`config.mk`:
```
export PLATFORM = sky130hd
export DESIGN_NAME = seq_detector_param
export DESIGN_NICKNAME = d
export VERILOG_FILES = /design/src/rtl/seq_det_pkg.sv /design/src/rtl/seq_det_history.sv /design/src/rtl/seq_detector_param.sv
export SDC_FILE = /design/constraint.sdc
export NUM_CORES = 1
export LEC_CHECK = 0
export ABC_AREA = 1
export CORE_MARGIN = 5
export CORE_UTILIZATION = 50
export DETAILED_ROUTE_END_ITERATION = 10
export PLACE_DENSITY = 0.75
export SKIP_CTS_REPAIR_TIMING = 1
export SLEW_MARGIN = 10
export SYNTH_ARGS = -nofsm -noshare
export SYNTH_HDL_FRONTEND = slang
export SYNTH_SLANG_ARGS = --single-unit
```
`constraint.sdc`:
```
create_clock -name clk -period 2.8 [get_ports clk]
set_input_delay 0.56 -clock clk [delete_from_list [all_inputs] [get_ports clk]]
set_output_delay 0.56 -clock clk [all_outputs]
set_load 0.01 [all_outputs]
```
`src/rtl/seq_det_pkg.sv`:
```
// Shared constants for the parameterised serial sequence detector:
// FSM state encoding and the legal range of MAX_LEN.
package seq_det_pkg;

    localparam logic [0:0] ST_IDLE  = 1'b0;
    localparam logic [0:0] ST_ARMED = 1'b1;

    localparam int MAX_LEN_MIN = 2;
    localparam int MAX_LEN_MAX = 32;

endpackage

```
`src/rtl/seq_det_history.sv`:
```
// History shift register (newest bit at LSB) plus a fill counter that
// saturates at MAX_LEN. The post-shift values are exposed for the compare.
module seq_det_history
    import seq_det_pkg::*;
#(
    parameter int MAX_LEN = 8,
    parameter int LEN_W   = $clog2(MAX_LEN + 1)
) (
    input  logic               clk,
    input  logic               rst,
    input  logic               clr,
    input  logic               shift,
    input  logic               fill_clr,
    input  logic               din,
    output logic [MAX_LEN-1:0] hist_nxt,
    output logic [LEN_W-1:0]   fill_nxt
);

    logic [MAX_LEN-1:0] hist;
    logic [LEN_W-1:0]   fill;

    assign hist_nxt = {hist[MAX_LEN-2:0], din};
    assign fill_nxt = (fill == LEN_W'(MAX_LEN)) ? fill : fill + 1'b1;

    // fill_clr lets a non-overlapping match consume every bit it used.
    always_ff @(posedge clk) begin
        if (rst || clr) begin
            hist <= '0;
            fill <= '0;
        end else if (shift) begin
            hist <= hist_nxt;
            fill <= fill_clr ? '0 : fill_nxt;
        end
    end

endmodule

```
`src/rtl/seq_detector_param.sv`:
```
// Runtime-configurable serial pattern detector with overlap control and a
// saturating match counter. Configuration is latched on an accepted cfg_load.
module seq_detector_param
    import seq_det_pkg::*;
#(
    parameter int MAX_LEN = 8,
    parameter int CNT_W   = 8,
    parameter int LEN_W   = $clog2(MAX_LEN + 1)
) (
    input  logic               clk,
    input  logic               rst,
    input  logic               din,
    input  logic               din_valid,
    input  logic               cfg_load,
    input  logic [MAX_LEN-1:0] pattern,
    input  logic [LEN_W-1:0]   pat_len,
    input  logic               overlap,
    output logic               dout,
    output logic [CNT_W-1:0]   match_count,
    output logic               armed,
    output logic               cfg_err
);

    logic [0:0]         state;
    logic [MAX_LEN-1:0] pat_q;
    logic [LEN_W-1:0]   len_q;
    logic               ovl_q;

    logic               cfg_ok;
    logic               cfg_acc;
    logic               shift;
    logic               match;
    logic [MAX_LEN-1:0] mask;
    logic [MAX_LEN-1:0] hist_nxt;
    logic [LEN_W-1:0]   fill_nxt;

    assign cfg_ok  = (pat_len != '0) && (pat_len <= LEN_W'(MAX_LEN));
    assign cfg_acc = cfg_load && cfg_ok;
    // A cfg_load cycle always discards the din sample, accepted or not.
    assign shift   = (state == ST_ARMED) && din_valid && !cfg_load;
    assign armed   = (state == ST_ARMED);

    always_comb begin
        mask = '0;
        for (int i = 0; i < MAX_LEN; i++) begin
            mask[i] = (LEN_W'(i) < len_q);
        end
    end

    assign match = shift && (fill_nxt >= len_q) && (((hist_nxt ^ pat_q) & mask) == '0);

    seq_det_history #(
        .MAX_LEN (MAX_LEN),
        .LEN_W   (LEN_W)
    ) u_history (
        .clk      (clk),
        .rst      (rst),
        .clr      (cfg_acc),
        .shift    (shift),
        .fill_clr (match && !ovl_q),
        .din      (din),
        .hist_nxt (hist_nxt),
        .fill_nxt (fill_nxt)
    );

    always_ff @(posedge clk) begin
        if (rst) begin
            state       <= ST_IDLE;
            pat_q       <= '0;
            len_q       <= '0;
            ovl_q       <= 1'b0;
            dout        <= 1'b0;
            cfg_err     <= 1'b0;
            match_count <= '0;
        end else begin
            dout    <= match;
            cfg_err <= cfg_load && !cfg_ok;
            if (cfg_acc) begin
                state       <= ST_ARMED;
                pat_q       <= pattern;
                len_q       <= pat_len;
                ovl_q       <= overlap;
                match_count <= '0;
            end else if (match && (match_count != '1)) begin
                match_count <= match_count + 1'b1;
            end
        end
    end

endmodule

```
Yosys cells after proc, flatten, opt, wreduce, memory -nomap -nowiden --
Index checks and enable logic that the tools add are counted. Widths: inputs -> output; s select.
Cells by class: mux-type cells 2, $lt $le $gt $ge 10, $add $sub $neg 2, bitwise operators 2, reduce and logical (&&, ||, !) cells 16, equality and inequality tests 2
Operators with widths (count):
- $lt 3x4->1 const A | 4
- $logic_and 1x1->1 | 9
- $add 8x1->8 const B | 1
- $and 8x8->8 | 1
- $logic_not 8->1 | 1
- $lt 1x4->1 const A | 2
- $lt 2x4->1 const A | 2
- $mux 4 | 2
- $ne 8x8->1 const B | 1
- $xor 8x8->8 | 1
- $add 4x1->4 const B | 1
- $eq 4x4->1 const B | 1
- $ge 4x4->1 | 1
- $le 4x4->1 const B | 1
- $reduce_bool 4->1 | 1
- $logic_not 1->1 | 3
- $reduce_or 2->1 | 1
- $logic_or 1x1->1 | 1
Storage, ports and cells: output and inout bits 11, word-level logic and storage cells 43, bits in registers 35

Logic depth before layout (Yosys ltp) --
depth in word-level cells 7, gate-level depth with buffers 17

Cells and area by module --
A second synthesis with hierarchy kept.
Second synthesis, totals: cell total of the unflattened synthesis 293, area, all modules 2008.2 um^2
Modules (own cells, without submodules):
- seq_detector_param | area each 1475.2 um^2, times used 1, cells an instance 221, seq. area each 480.5 um^2
- seq_det_history | area each 533.0 um^2, times used 1, cells an instance 72, seq. area each 220.2 um^2

Least setup slack after synthesis --
Ideal clock, no wire load.
path type flip-flop to flip-flop, from reg u_history.fill[0], to reg match_count[2], required time 2.730 ns, slack 0.776 ns, cell stages (with the launch flop) 18, arrival 1.955 ns, setup time 0.070 ns, buffers on the path 0, cells stage by stage dfxtp_1 > inv_1 > ha_1 > nand2_1 > nor2_1 > xor2_1 > inv_1 > ha_1 > inv_1 > nand2_1 > nand2_1 > nand2_1 > nand2_1 > a21oi_2 > inv_2 > nor2_8 > nand3_1 > a21oi_1
On the way: word-level cells in the longest chain between the ends 6
RTL lines:
- start: declaration | RTL line seq_det_history.sv:20 | logic [LEN_W-1:0] fill;
- start signal: assignment | RTL line seq_det_history.sv:32 | fill <= fill_clr ? '0 : fill_nxt;
- $add 4x1->4 or $eq 4x4->1 (tied branches) | RTL line seq_det_history.sv:23 | assign fill_nxt = (fill == LEN_W'(MAX_LEN)) ? fill : fill + 1'b1;
- $mux 4 * | RTL line seq_det_history.sv:23
- $ge 4x4->1 * | RTL line seq_detector_param.sv:50 | assign match = shift && (fill_nxt >= len_q) && (((hist_nxt ^ pat_q) & mask) == '0);
- $logic_and 1x1->1 * (2 in series) | RTL line seq_detector_param.sv:50
- $logic_and 1x1->1 * | RTL line seq_detector_param.sv:84 | end else if (match && (match_count != '1)) begin
- end signal: assignment | RTL line seq_detector_param.sv:85 | match_count <= match_count + 1'b1;
- end: declaration | RTL line seq_detector_param.sv:19 | output logic [CNT_W-1:0] match_count,
Every way passes the cells marked *; elsewhere a longest branch is shown, timed or not. A chain may end at the register's enable or synchronous reset.

Worst setup path in the final report --
from reg u_history.fill[0], to reg u_history.fill[0]
On the way: word-level cells in the longest chain between the ends 7
RTL lines:
- $add 4x1->4 or $eq 4x4->1 (tied branches) | RTL line seq_det_history.sv:23
- $mux 4 * | RTL line seq_det_history.sv:23
- $ge 4x4->1 | RTL line seq_detector_param.sv:50
- $logic_and 1x1->1 (2 in series) | RTL line seq_detector_param.sv:50
- $logic_and 1x1->1 | RTL line seq_detector_param.sv:60 | .fill_clr (match && !ovl_q),
- $mux 4 * | RTL line seq_det_history.sv:32
Marked as above.

==> impl_metrics.py <==
metrics = {
    "timing": {
        "finalMaxSlewViolations": 0,
        "max_freq_mhz": 445.7,
        "finalSetupViolCount": 0,
        "slew-limit-headroom": 0.7520,
        "hold_ws_ns": 0.4681,
        "period_minus_slack_ns": 2.244,
        "tns_ns": 0,
        "tightest_slew_ns": 0.3706,
        "rsz0062_at_grt": "false",
        "finClkSkew_ns": 0.004826,
        "finalCritPeriodShare": 0.8014,
        "hold_violations": 0,
    },
    "power_and_ir_drop": {
        "total_power_uw": 1044,
        "p_clk_frac": 0.345,
        "max-vdd-ir-drop_uv": 356.6,
        "pwr-share-comb": 0.150,
        "power_frac_seq": 0.505,
        "p_leak_uw": 0.0009282,
        "power.switching_uw": 271.7,
        "p_sw_frac": 0.2602,
        "p_int_uw": 772.7,
        "powerDensity_mw_per_mm2": 465.0,
    },
    "critical_path": {
        "end_kind": "register",
        "path_class": "register to register",
        "crit_required_ns": 2.96,
        "critPathMaxFanout": 4,
        "crit_arrival_ns": 2.40,
        "crit_path_start": "u_history.fill[0]$_SDFFE_PP0P_",
        "crit-reg2reg-launch": "u_history.fill[0]$_SDFFE_PP0P_",
        "startpoint_type": "register",
    },
    "place": {
        "globalplace.congestion": 0.8491,
        "hpwl_um": 2916,
        "portBuffers": 28,
        "placed_area_mm2": 0.002158,
    },
    "detailed_routing": {
        "vias": 1608,
        "wl_um": 3835,
        "drc": 0,
        "wl_per_cell_um": 11.62,
        "viasPerCell": 4.873,
        "dr.pass1.iters": 4,
        "drtIter0Drc": 83,
        "ant_nets": 0,
    },
    "die": {
        "die_w_um": 70.55,
        "rows": 22,
        "num_io_pins": 29,
        "die_area_mm2": 0.004977,
        "die_y_um": 70.55,
        "coreArea_mm2": 0.003606,
        "initial_core_util": 0.5083,
    },
    "finish": {
        "final_cell_area_mm2": 0.002246,
        "utilization": 0.6228,
        "diodes": 0,
        "area_delta_synth_final_pct": 22.53,
        "drive_gt1_frac": 0.09220,
        "fillCellCount": 356,
        "final_common_cell": "nand2_1",
        "nets": 307,
        "layout_common_cells": "nand2_1 (72), dfxtp_1 (35), a21oi_1 (32)",
    },
    "synth": {
        "synth_adder_area_share": 0.04778,
        "ys_seq_area_frac": 0.3823,
        "ys_warn_count": 0,
        "synthMuxAreaShare": 0,
        "synth-simple-area-share": 0.3058,
        "synthCells": 251,
        "netlist_area_mm2": 0.001833,
        "ys_ff_latch": 35,
        "synth_compound_area_frac": 0.1358,
        "syn_nets": 276,
        "synthDistinctLibCells": 27,
        "synth_area_per_cell_um2": 7.303,
        "yosys.area_share.xor_xnor": 0.05256,
        "synth_top_family_by_area": "simple AND/OR/NAND/NOR gates",
    },
    "flow_run": {
        "max_cap_violations": 0,
    },
    "status": {
        "status": "finished, final reports clean",
    },
    "clock_tree": {
        "clk_latency_ns": 0.28,
        "clk_pin_slew_worst_paths_ns": 0.07,
        "cts-root-buf": "clkbuf_8",
        "htreeDepth": 2,
        "cts.path.max_buffers": 2,
        "cts_tree": "done",
        "cts_buffers": 5,
        "clock-sinks": 35,
    },
    "min_path": {
        "hold_start": "pat_q[5]$_SDFFE_PP0P_",
        "hold_class": "register to register",
    },
    "global_routing": {
        "grt_overflow_total": 0,
        "grt_start_max_net_pins": 24,
        "track_usage": 0.1608,
        "antenna_found_initial": 0,
        "grt_pass1_wl_um": 6472,
        "grt_pass1_vias": 1443,
    },
}
-- power by group through the flow --
| stage | registers (uW) | logic, uW | clock network (uW) |
|---|---|---|---|
| after global routing | 529 | 176 | 395 |
| after global placement | 538 | 155 | 0 |
| after CTS | 528 | 157 | 373 |
| final | 528 | 156 | 360 |
| after detailed placement | 539 | 156 | 0 |
| after floorplan | 538 | 103 | 0 |
-- metal layers --
layer	GRT usage	vias to the layer above	share of wire
met5	0	-	0
met4	0.05637	0	0.0091
met3	0.04830	2	0.040
met2	0.2464	32	0.48
met1	0.2160	713	0.47
li1	-	861	-
-- cell usage after synthesis --
master	n	area share
nor2_8	3	0.033
o21ai_0	13	0.035
clkinv_1	1	0.0020
nand4_1	1	0.0034
clkbuf_1	1	0.0020
nor2_1	8	0.016
nand2_4	3	0.018
a211oi_1	1	0.0041
nand3_1	17	0.046
nand2_2	3	0.010
dfxtp_1	35	0.38
nand3_2	2	0.011
ha_1	7	0.048
nand2_1	72	0.15
xor2_1	4	0.019
nand4_2	1	0.0068
buf_2	3	0.0082
nor2_2	2	0.0068
o21a_1	1	0.0041
inv_2	3	0.0061
nor3_1	1	0.0027
buf_1	1	0.0020
or2_1	1	0.0034
a21oi_2	1	0.0048
xnor2_1	7	0.033
a21oi_1	32	0.087
inv_1	27	0.055
-- metrics by stage --
step / cells / setup WS [ns]
2_1_floorplan: 251 / 0.7755
3_3_place_gp: 323 / 0.5348
3_5_place_dp: 323 / 0.5146
4_1_cts: 330 / 0.5416
5_1_grt: 330 / 0.3058
6_report: 330 / 0.5562
-- final timing paths --
path                                     to  slack (ns)  depth (start not counted)
min                   pat_q[5]$_SDFFE_PP0P_        0.47                          2
min reg2reg           pat_q[5]$_SDFFE_PP0P_        0.47                          2
max reg2reg  u_history.fill[0]$_SDFFE_PP0P_        0.56                         16
max          u_history.fill[0]$_SDFFE_PP0P_        0.56                         16
-- cell type report --
| class | count | area (um2) | area share |
|---|---|---|---|
| multi-input cells | 180 | 993.5 | 0.4423 |
| flip-flops and latches | 35 | 700.7 | 0.3120 |
| repair buffers | 29 | 287.8 | 0.1281 |
| inverters | 31 | 116.4 | 0.05181 |
| clock buffers | 6 | 82.58 | 0.03677 |
| well taps | 48 | 60.06 | 0.02674 |
| clock inverters | 1 | 5.005 | 0.002228 |
-- worst max-delay path, cell delays in order, from the launching register on --
cell	delay, ns
dfxtp_1	0.33
inv_1	0.09
ha_1	0.14
nand2_1	0.05
nor2_1	0.15
xor2_1	0.21
inv_1	0.06
ha_1	0.26
inv_1	0.03
nand2_1	0.04
nand2_1	0.04
nand2_1	0.05
nand2_1	0.05
a21oi_2	0.19
nand4_1	0.22
nand2_1	0.13
a21oi_1	0.07
-- cells by family (layout without fill, tap and decap cells) --
group | count (synthesis) | after routing
AO/OA/AOI/OAI | 48 | 48
adder cells (fa/ha/maj) | 7 | 7
XOR/XNOR | 11 | 11
buffers and inverters | 36 | 67
AND/OR/NAND/NOR | 114 | 114
flip-flops | 35 | 35
-- state kept, by name (all words and copies together) (netlist names), 4 cells and up --
| signal | flops |
|---|---|
| match_count | 8 |
| u_history.hist | 7 |
| u_history.fill | 4 |
| len_q | 4 |
| pat_q | 8 |
Note: power is estimated with default switching activity, not from simulation.
